### config.mk
export PLATFORM = sky130hd
export DESIGN_NAME = jk_ff_array
export DESIGN_NICKNAME = d
export VERILOG_FILES = /design/src/rtl/jk_ff_array.sv
export SDC_FILE = /design/constraint.sdc
export NUM_CORES = 1
export LEC_CHECK = 0
export CORE_MARGIN = 8
export CORE_UTILIZATION = 44
export DETAILED_ROUTE_END_ITERATION = 10
export PLACE_DENSITY = 0.8
export SYNTH_ARGS = -nofsm -noshare
export SYNTH_HDL_FRONTEND = slang
export SYNTH_SLANG_ARGS = --single-unit
### constraint.sdc
create_clock -name clk -period 2.3 [get_ports clk]
set_clock_uncertainty 0.15 [all_clocks]
set_input_delay 0.46 -clock clk [delete_from_list [all_inputs] [get_ports clk]]
set_output_delay 0.46 -clock clk [all_outputs]
set_load 0.02 [all_outputs]
### src/rtl/jk_ff_array.sv
// jk_ff_array: WIDTH-bit bank of JK flip-flops sharing one clock. The same bank
// can also work as an up counter, a down counter or a left shift register.
// It has a clock enable, a synchronous parallel load and an asynchronous
// active-low reset.
module jk_ff_array #(
  parameter int unsigned            WIDTH     = 8,
  parameter logic [WIDTH-1:0]       RESET_VAL = '0
) (
  input  logic             clk,
  input  logic             rst_n,
  input  logic             en,
  input  logic [1:0]       mode,
  input  logic             load,
  input  logic [WIDTH-1:0] d,
  input  logic [WIDTH-1:0] j,
  input  logic [WIDTH-1:0] k,
  input  logic             ser_in,
  output logic [WIDTH-1:0] q,
  output logic [WIDTH-1:0] q_n,
  output logic             tc
);

  typedef enum logic [1:0] {
    ModeJk    = 2'b00,
    ModeUp    = 2'b01,
    ModeDown  = 2'b10,
    ModeShift = 2'b11
  } mode_e;

  logic [WIDTH-1:0] q_d, q_q;
  logic             tc_d, tc_q;
  mode_e            mode_sel;

  assign mode_sel = mode_e'(mode);

  // Next-state selection: load beats enable, and enable gates the mode operation.
  always_comb begin
    q_d  = q_q;
    tc_d = 1'b0;
    if (load) begin
      q_d = d;
    end else if (en) begin
      unique case (mode_sel)
        // JK characteristic equation, applied to every bit: q+ = j&~q | ~k&q
        ModeJk:    q_d = (j & ~q_q) | (~k & q_q);
        ModeUp: begin
          q_d  = q_q + 1'b1;
          tc_d = &q_q;
        end
        ModeDown: begin
          q_d  = q_q - 1'b1;
          tc_d = ~|q_q;
        end
        ModeShift: q_d = {q_q[WIDTH-2:0], ser_in};
        default:   q_d = q_q;
      endcase
    end
  end

  // State register. Reset clears it asynchronously to RESET_VAL, with tc low.
  always_ff @(posedge clk or negedge rst_n) begin
    if (!rst_n) begin
      q_q  <= RESET_VAL;
      tc_q <= 1'b0;
    end else begin
      q_q  <= q_d;
      tc_q <= tc_d;
    end
  end

  assign q   = q_q;
  assign q_n = ~q_q;
  assign tc  = tc_q;

endmodule

== Word level (Yosys, flattened, before mapping) ==
Index checks and enable logic that the tools add are counted.
Cells by class
  $add $sub $neg: 2
  reductions and logical operators: 5
  equality and inequality tests: 3
  bitwise operators: 5
  muxes and demuxes: 6
Operator list (number)
  8-bit one-hot mux with 4 select lines: 1
  8-bit bitwise AND: 2
  8-bit two-way mux: 2
  8-bit NOT: 2
  8-bit by 1-bit adder with 8-bit output, second input constant: 1
  8-bit OR: 1
  8-bit AND reduction: 1
  8-bit OR reduction: 1
  8-bit by 1-bit subtractor with 8-bit output, second input constant: 1
  2-bit == test, second input constant: 2
  2-bit by 1-bit == test with 1-bit output, second input constant: 1
  2-bit zero test: 1
  1-bit two-way mux: 2
  1-bit one-hot mux with 2 select lines: 1
  2-bit nonzero test: 1
  1-bit zero test: 1
Word-level totals
  flip-flop bits (word level): 9
  input port bits: 31

== Longest topological paths before layout ==
Gate-level depths: netlist of run 1.
  depth in word-level cells: 6
  gate-level depth with buffers: 11
  mapped depth without buffers: 9

== Worst setup path before layout of run 1 ==
Ideal clock, no wire load.
  path type: input to register
  start: input port mode[0]
  end: register q_q[2] (netlist: q[2])
  setup slack: -0.099 ns
  data required time: 2.018 ns
  library setup time: 0.132 ns
  data arrival time: 2.117 ns
  cell stages on the path: 11
  cell sequence: inv_1 ha_1 buf_4 buf_2 xor2_1 ha_1 a21oi_1 xnor2_1 a221o_1 a31oi_1 o21ai_1
On the way
  longest elaborated chain between the ends: 4
RTL lines
  start, declared: line 12  | input logic [1:0] mode,
  2-bit == test (tied with other cells): line 43  | unique case (mode_sel)
  8-bit one-hot mux with 4 select lines *: line 43
  8-bit two-way mux *: line 42  | end else if (en) begin
  8-bit two-way mux *: line 40  | if (load) begin
  end signal, assigned: line 66  | q_q <= q_d;
  end, declared: line 30  | logic [WIDTH-1:0] q_d, q_q;
Mark *: on every way between the ends. The rest lies on a longest branch, timed or not. The select of a mux whose other input is x is not followed.
A chain may end at the register's enable or synchronous reset.

== Final worst setup path of run 1 ==
  start: register q_q[0] (netlist: q[0])
  end: output port q_n[0]
On the way
  longest elaborated chain between the ends: 1
RTL lines
  8-bit NOT: line 72  | assign q_n = ~q_q;
  end, declared: line 19  | output logic [WIDTH-1:0] q_n,
No other way between the ends.

==> out/metrics.yaml, run 1 <==
status: "finished, final reports clean"
cts_setup_buffers: 0
gp_congestion: 0.868
dp_cells: 267
avgViaCountPerCell: 6.01
ys.flop_type: "dfrtp_1"
clk_latency_ps: 270
synth_xor_area_share_pct: 4.14
tightest_slew_ps: 489
rows: 19
synth_compound_area_share_pct: 30.0
yosys.area.top_type: "dfrtp_1"
fmax_ghz: 0.454
cp-startpoint: "q[0]"
synth_fp_nets: 215
ys_warn_count: 0
fin_cells: 271
clock-root-buffer: "clkbuf_4"
rsz0062_at_grt: "no"
final-setup-viol-count: 0
cts_hold_buf: 0
use_met1_pct: 23.8
yosysTopAreaCellShare_pct: 17.8
grt_max_degree: 17
die_area_mm2: 0.00486
grt_use_met3_pct: 4.15
synth.distinct_cells: 46
remaining_drc_errors: 0
synth_common_cells: "24 x nand2_1, 12 x inv_1, 12 x o21ai_0"
synth_edf_count: 0
io_buffers: 47
synth.most_common_cell: "nand2_1"
slew_headroom_pct: 67.3
grt_busiest_layer: "met2"
cp_top_family: "buffers and inverters"
routed_wl_mm: 4.59
cts_sinks: 9
hold_violations: 0
die-width_um: 69.7
min_period_over_period_pct: 95.9
reg2reg_slack_ps: 320
cp-start-kind: "flip-flop"
holdCritPathClass: "in2async"
antenna_cells: 0
end_kind: "output pin"
post-dp-hpwl_mm: 3.64
required_ps: 1690
num_vias: 1629
cp.depth: 2
yosysSeqAreaShare_pct: 17.8
syn_area_mm2: 0.00127
synthAdderAreaFrac_pct: 5.92
cap_violations: 0
slew_violations: 0
crit_fanout: 11
total_power_mw: 0.915
vdd_ir_drop_max_uv: 440
timing.rr.end: "q[7]"
path_class: "reg2out"
synthTopCellsByArea: "dfrtp_1 18%, nand2_1 7.1%, ha_1 5.9%, o21ai_0 4.7%, a31oi_1 4.4%"
slowest_delay_ps: 630
yosys_register_bits: 9
fillers: 246
path_cells: "inv_1 > clkdlybuf4s50_1"
overflow: 0
fin_crit_ps: 2210
fp.dieH_um: 69.7
met2_usage_pct: 30.0
wire_per_inst_um: 16.9
r2r_cells: 6
crit_slowest_cell: "clkdlybuf4s50_1"
grt_pass1_vias: 1665
antenna_found_initial: 0
clk_pin_slew_ps: 80
r2r_start: "q[3]"
yosys.area_share.simple_pct: 29.7
grt_pass1_wl_mm: 7.86
cts_buffers: 3
track_usage_pct: 19.1
synthArstFlopShare_pct: 100
clock_path_buffers: 2
path_buf_inv: 2
cellPowerDensity_mw_per_mm2: 476
cts_tree: "built"
ios: 48
drive_gt1_share_pct: 17.1
initial_utilization_pct: 46.0
synthMuxAreaShare_pct: 0.789
dr.pass1.iters: 4
design.core.area_mm2: 0.00276
num-nets-final: 278
p_leak_nw: 0.801
netlist_instances: 178
avgSynthCellArea_um2: 7.13
drt_iter0_drc: 127
crit_arrival_ps: 1600
ant_nets: 0
cts-htree-levels: 1
synth_top_family_by_area: "compound AO/OA/AOI/OAI gates"
endpoint: "q_n[0]"
synthToLayoutAreaGrowth_pct: 51.7
[cell usage in the layout, fill, tap and decap left out, types with 3 or more instances in the layout]
master,n
inv_1,11
o21ai_0,12
nor2_1,8
nor3_1,5
clkbuf_4,3
a31oi_1,9
a21oi_1,10
nand4b_1,3
nand2_1,24
o21ai_1,4
nand4_1,3
clkdlybuf4s50_1,45
xnor2_1,4
ha_1,4
dfrtp_1,8
nand3_1,7
buf_4,28
nor2b_1,3
or3_1,3
nand3b_1,3
and3_1,3
[kinds of logic (layout without fill, tap and decap cells)]
group | Yosys count | count (layout)
adder cells (fa/ha/maj) | 6 | 6
AND/OR/NAND/NOR | 70 | 70
buffers and inverters | 29 | 91
AO/OA/AOI/OAI | 57 | 57
multiplexers | 1 | 1
XOR/XNOR | 6 | 6
flip-flops | 9 | 9
[metrics by stage]
stage	util [%]	hold slack (ps)	setup slack (ps)	cell area (µm²)	setup TNS, ps
after floorplan	-	14.4	2.41	1280	0
after global placement	68.6	534	-304	1890	-1980
after detailed placement	68.6	558	-397	1890	-2590
after CTS	69.7	383	2.11	1920	0
after global routing	69.8	400	38.3	1920	0
final	69.8	361	94.9	1920	0
[metal layers]
metal | wire length, µm | part of all wire [%] | vias up
met5 | 0 | 0 | -
met2 | 2130 | 46 | 87
met3 | 349 | 7.6 | 11
met1 | 1980 | 43 | 764
met4 | 129 | 2.8 | 0
li1 | - | - | 767
[sequential cells by signal, summed over array words and instances, names as in the netlist]
signal	count
tc	1
q	8
[repair_timing]
action | CTS | global route
gates resized for setup | 5 | 1
pin swaps | 7 | 0
setup endpoints to repair | 5 | 2
[report_power, final]
part	switching [mW]	leakage (nW)	internal, mW	total, mW
clock	0.0695	0.0150	0.0672	0.137
combinational	0.268	0.677	0.271	0.540
sequential	0.0592	0.109	0.180	0.239
[worst min path at each step]
stage / from / cells past startpoint / end / slack (ps)
floorplan: rst_n / 0 / q[0] / 10
global placement: q[1] / 2 / q[1] / 530
detailed placement: q[1] / 2 / q[1] / 560
CTS: rst_n / 1 / q[2] / 380
global route: rst_n / 1 / tc / 400
finish: rst_n / 1 / tc / 360
[cell type report]
class	instances	area, µm²	share of cell area [%]
well taps	31	38.8	2.02
clock buffers	4	26.3	1.37
inverters	12	45.0	2.34
flip-flops and latches	9	226	11.8
repair buffers	75	678	35.2
multi-input cells	140	910	47.3
No activity file was read; power rests on OpenSTA's default activity.
==> run 2, diff against run 1 <==
--- a/config.mk
+++ b/config.mk
@@ -8,6 +8,7 @@
 export CORE_MARGIN = 8
 export CORE_UTILIZATION = 44
 export DETAILED_ROUTE_END_ITERATION = 10
+export GPL_TIMING_DRIVEN = 0
 export PLACE_DENSITY = 0.8
 export SYNTH_ARGS = -nofsm -noshare
 export SYNTH_HDL_FRONTEND = slang
==> out/metrics.yaml, run 2 (synthesized netlist as in run 1, its figures left out) <==
required_ps: 1690  # about the same
place_ws_ps: -827  # -430 ps
crit_arrival_ps: 1610  # about the same
post-dp-hpwl_mm: 3.42  # -6.1%
clock_path_buffers: 2  # unchanged
slew_headroom_pct: 65.9  # -1.4 points
grt_max_degree: 11  # -6
drive_gt1_share_pct: 13.5  # -3.5 points
min_period_over_period_pct: 96.7  # +0.84 points
holdCritPathClass: "in2async"
track_usage_pct: 18.2  # -0.91 points
cts_hold_buf: 0  # unchanged
ant_nets: 0  # unchanged
grt_pass1_wl_mm: 7.57  # -3.7%
placed_area_mm2: 0.00178  # -5.8%
crit_fanout: 10  # -1
io_buffers: 46  # -2.1%
gp_congestion: 0.876  # +0.93%
fin_area_mm2: 0.00185  # -3.6%
rows: 19  # unchanged
die_area_mm2: 0.00486  # unchanged
cp_common_cell: "buf_6"
fmax_ghz: 0.450  # -0.87%
final_cell_mix: "43 x clkdlybuf4s50_1, 24 x nand2_1, 12 x o21ai_0"
grt_pass1_vias: 1634  # -1.9%
avgViaCountPerCell: 5.93  # -1.4%
cts_sinks: 9  # unchanged
crit_slowest_cell: "clkdlybuf4s50_1"
wire_per_inst_um: 17.0  # about the same
design.core.area_mm2: 0.00276  # unchanged
remaining_drc_errors: 0  # unchanged
overflow: 0  # unchanged
cellPowerDensity_mw_per_mm2: 485  # +2.0%
cp-start-kind: "flip-flop"
cts_tree: "built"
hold_violations: 0  # unchanged
largest_reg_flops: 8  # unchanged
slowest_delay_ps: 600  # -30 ps
end_kind: "output pin"
path_cells: "buf_6 > buf_6 > inv_1 > clkdlybuf4s50_1"
slew_violations: 0  # unchanged
r2r_cells: 8  # +2
fin_cells: 260  # -4.1%
num_vias: 1541  # -5.4%
clk_pin_slew_ps: 80  # about the same
p_leak_nw: 0.744  # -7.1%
routed_wl_mm: 4.41  # -4.0%
synthToLayoutAreaGrowth_pct: 46.2
ios: 48  # unchanged
path_buf_inv: 4  # +2
final_common_cell: "clkdlybuf4s50_1"
dp_cells: 255  # -4.5%
antenna_cells: 0  # unchanged
total_power_mw: 0.900  # -1.7%
antenna_found_initial: 0  # unchanged
cts_buffers: 3  # unchanged
fillers: 262  # +6.5%
reg2reg_slack_ps: 210  # -110 ps
clock-root-buffer: "clkbuf_4"
cts-htree-levels: 1  # unchanged
status: "finished, final reports clean"
initial_utilization_pct: 46.0  # unchanged
clk_latency_ps: 280  # about the same
cp_top_family: "buffers and inverters"
tightest_slew_ps: 512  # +22.4 ps
vdd_ir_drop_max_uv: 342  # -22%
num-nets-final: 267  # -4.0%
cp.depth: 4  # +2
rsz0062_at_grt: "yes"
fin_crit_ps: 2220  # +19.4 ps
fp.dieH_um: 69.7  # unchanged
path_class: "reg2out"
cap_violations: 0  # unchanged
fin_ws_ps: 75.5  # -19.4 ps
final-setup-viol-count: 0  # unchanged
dr.pass1.iters: 4  # unchanged
die-width_um: 69.7  # unchanged
drt_iter0_drc: 73  # -43%
[run 2: cell types whose count changed in the layout (fill, tap and decap cells not counted), sizes merged]
cell           before  now
buf                28   16
dlygate4sd2         2    1
clkbuf              4    8
clkdlybuf4s50      45   43
[run 2: per-stage QoR]
stage	setup TNS, ps	hold WS, ps	util, %
floorplan	0	14.4	-
global placement	-3530	532	64.6
detailed placement	-4370	555	64.6
CTS	-12.0	370	66.8
global route	-7.43	385	67.2
finish	0	357	67.2
[run 2: path summary, 6_finish.rpt]
path,start,endpoint
setup / recovery,q[2],q_n[2]
hold / removal,rst_n,tc
setup reg to reg,q[1],q[4]
hold reg to reg,q[4],tc
max in group asynchronous,rst_n,q[5]
min in group clk,load,q[3]
[run 2: final cells by class]
cell class / count / area [µm²] / share of cell area, %
plain buffers: 17 / 118 / 6.34
well taps: 31 / 38.8 / 2.09
inverters: 12 / 45.0 / 2.43
repair buffers: 47 / 459 / 24.8
multi-input cells: 140 / 942 / 50.8
clock buffers: 4 / 26.3 / 1.42
flip-flops and latches: 9 / 225 / 12.1
[run 2: power by group]
part	switching, mW	internal, mW
combinational	0.290	0.255
clock	0.0704	0.0673
sequential	0.0370	0.179
total	0.397	0.502
[run 2: timing repair]
item,in CTS,in global routing
gates resized for setup,13,6
endpoints found under the setup margin,8,5
setup buffers,1,0
pin swaps,4,5
[run 2: per-layer routing]
layer	GRT usage, %	wire (µm)
met5	0	0
met4	6.70	92
met3	4.15	342
met2	31.7	2040
met1	20.9	1940
==> run 3, diff against run 2 <==
==> constraint.sdc (replaced) <==
create_clock -name clk -period 2.3 [get_ports clk]
set_clock_uncertainty 0.15 [all_clocks]
set_input_delay 0.345 -clock clk [delete_from_list [all_inputs] [get_ports clk]]
set_output_delay 0.345 -clock clk [all_outputs]
set_load 0.02 [all_outputs]
==> out/metrics.yaml, run 3 (synthesized netlist as in run 1, its figures left out) <==
status: "finished, final reports clean"
num_vias: 1605  # +4.2%
final_cell_mix: "44 x clkdlybuf4s50_1, 24 x nand2_1, 12 x o21ai_0"
ant_nets: 0  # unchanged
combPwrFrac_pct: 60.0  # -0.6 points
grt_pass1_vias: 1568  # -4.0%
path_cells: "buf_4 > inv_1 > clkdlybuf4s50_1"
p_sw_share_pct: 44.5  # +0.30 points
synthToLayoutAreaGrowth_pct: 44.4
final_core_util_pct: 66.4  # -0.82 points
cts-htree-levels: 1  # unchanged
placed_area_mm2: 0.00177  # -0.70%
required_ps: 1800  # +110 ps
fin_area_mm2: 0.00183  # -1.2%
wire_per_inst_um: 17.6  # +4.1%
crit_arrival_ps: 1680  # +70 ps
avgViaCountPerCell: 6.15  # +3.8%
fp.dieH_um: 69.7  # unchanged
drt_iter0_drc: 151  # +110%
p_switching_mw: 0.400  # +0.61%
total_power_mw: 0.899  # about the same
fmax_ghz: 0.459  # +2.1%
track_usage_pct: 18.9  # +0.75 points
p_seq_share_pct: 23.9  # -0.2 points
path_class: "reg2out"
path_buf_inv: 3  # -1
r2r_start: "q[1]"
end_kind: "output pin"
final_common_cell: "clkdlybuf4s50_1"
setup_tns_ps: 0  # unchanged
p_leak_nw: 0.741  # -0.45%
fin_crit_ps: 2180  # -45.9 ps
slew_violations: 0  # unchanged
vdd_ir_drop_max_uv: 365  # +6.9%
largest_reg_flops: 8  # unchanged
cts_sinks: 9  # unchanged
num-nets-final: 268  # +0.37%
design.core.area_mm2: 0.00276  # unchanged
slowest_delay_ps: 610  # about the same
io_buffers: 46  # unchanged
gp_congestion: 0.894  # +2.1%
fin_cells: 261  # +0.38%
ios: 48  # unchanged
dp_cells: 255  # unchanged
die_area_mm2: 0.00486  # unchanged
antenna_found_initial: 0  # unchanged
grt_pass1_wl_mm: 7.73  # +2.1%
place_ws_ps: -749  # +78.5 ps
multi_input_area_um2: 913  # -3.1%
clk_pin_slew_ps: 80  # about the same
dr.pass1.iters: 6  # +2
holdWs_ps: 263  # -94.0 ps
die-width_um: 69.7  # unchanged
cts_tree: "built"
crit_slowest_cell: "clkdlybuf4s50_1"
cts_buffers: 3  # unchanged
fillers: 270  # +3.1%
antenna_cells: 0  # unchanged
final-setup-viol-count: 0  # unchanged
area.sequential_um2: 225  # unchanged
clock-root-buffer: "clkbuf_4"
post-dp-hpwl_mm: 3.47  # +1.6%
drive_gt1_share_pct: 12.2  # -1.4 points
holdCritPathClass: "in2async"
pwr-share-clk_pct: 16.1  # +0.8 points
cp-start-kind: "flip-flop"
rows: 19  # unchanged
cp_top_family: "buffers and inverters"
min_period_over_period_pct: 94.7  # -2.0 points
cellPowerDensity_mw_per_mm2: 491  # +1.2%
slew_headroom_pct: 63.5  # -2.4 points
crit_fanout: 10  # unchanged
routed_wl_mm: 4.61  # +4.5%
cts_hold_buf: 0  # unchanged
initial_utilization_pct: 46.0  # unchanged
cap_violations: 0  # unchanged
grt_max_degree: 11  # unchanged
tightest_slew_ps: 545  # +33.6 ps
clk_latency_ps: 280  # about the same
overflow: 0  # unchanged
clock_path_buffers: 2  # unchanged
internal_power_mw: 0.499  # -0.60%
rsz0062_at_grt: "no"
fin_ws_ps: 121  # +45.9 ps
cp-startpoint: "q[3]"
remaining_drc_errors: 0  # unchanged
hold_violations: 0  # unchanged
[run 3: repair_timing]
action / CTS / global route
pin swaps: 5 / 2
setup endpoints to repair: 5 / 3
resized for setup: 10 / 5
setup buffers: 2 / 0
[run 3: worst paths after layout]
path / endpoint / slack [ps] / cells past startpoint
worst max-delay path: q_n[3] / 120 / 3
worst min-delay path: q[0] / 260 / 1
worst max register to register: q[6] / 210 / 9
worst min register to register: tc / 640 / 3
max in group asynchronous: tc / 1370 / 1
min in group clk: q[3] / 440 / 3
[run 3: cell type report]
class	instances	share of cell area, %
well taps	31	2.12
plain buffers	17	6.42
clock buffers	4	1.43
multi-input cells	140	49.9
inverters	12	2.46
repair buffers	48	25.4
flip-flops and latches	9	12.3
[run 3: power by group through the flow]
stage / Combinational, mW / Clock, mW / Sequential, mW
after floorplan: 0.292 / 0 / 0.237
after global placement: 0.516 / 0 / 0.216
after detailed placement: 0.523 / 0 / 0.217
after CTS: 0.534 / 0.142 / 0.214
after global routing: 0.585 / 0.149 / 0.219
final: 0.540 / 0.144 / 0.215
[run 3: routing by layer]
layer | up-vias | routed length, µm | global-route usage (%) | share of wire, %
met5 | - | 0 | 0 | 0
met4 | 0 | 95 | 8.48 | 2.1
met3 | 18 | 470 | 3.58 | 10
met2 | 105 | 2100 | 30.4 | 46
met1 | 731 | 1940 | 23.7 | 42
li1 | 751 | - | - | -
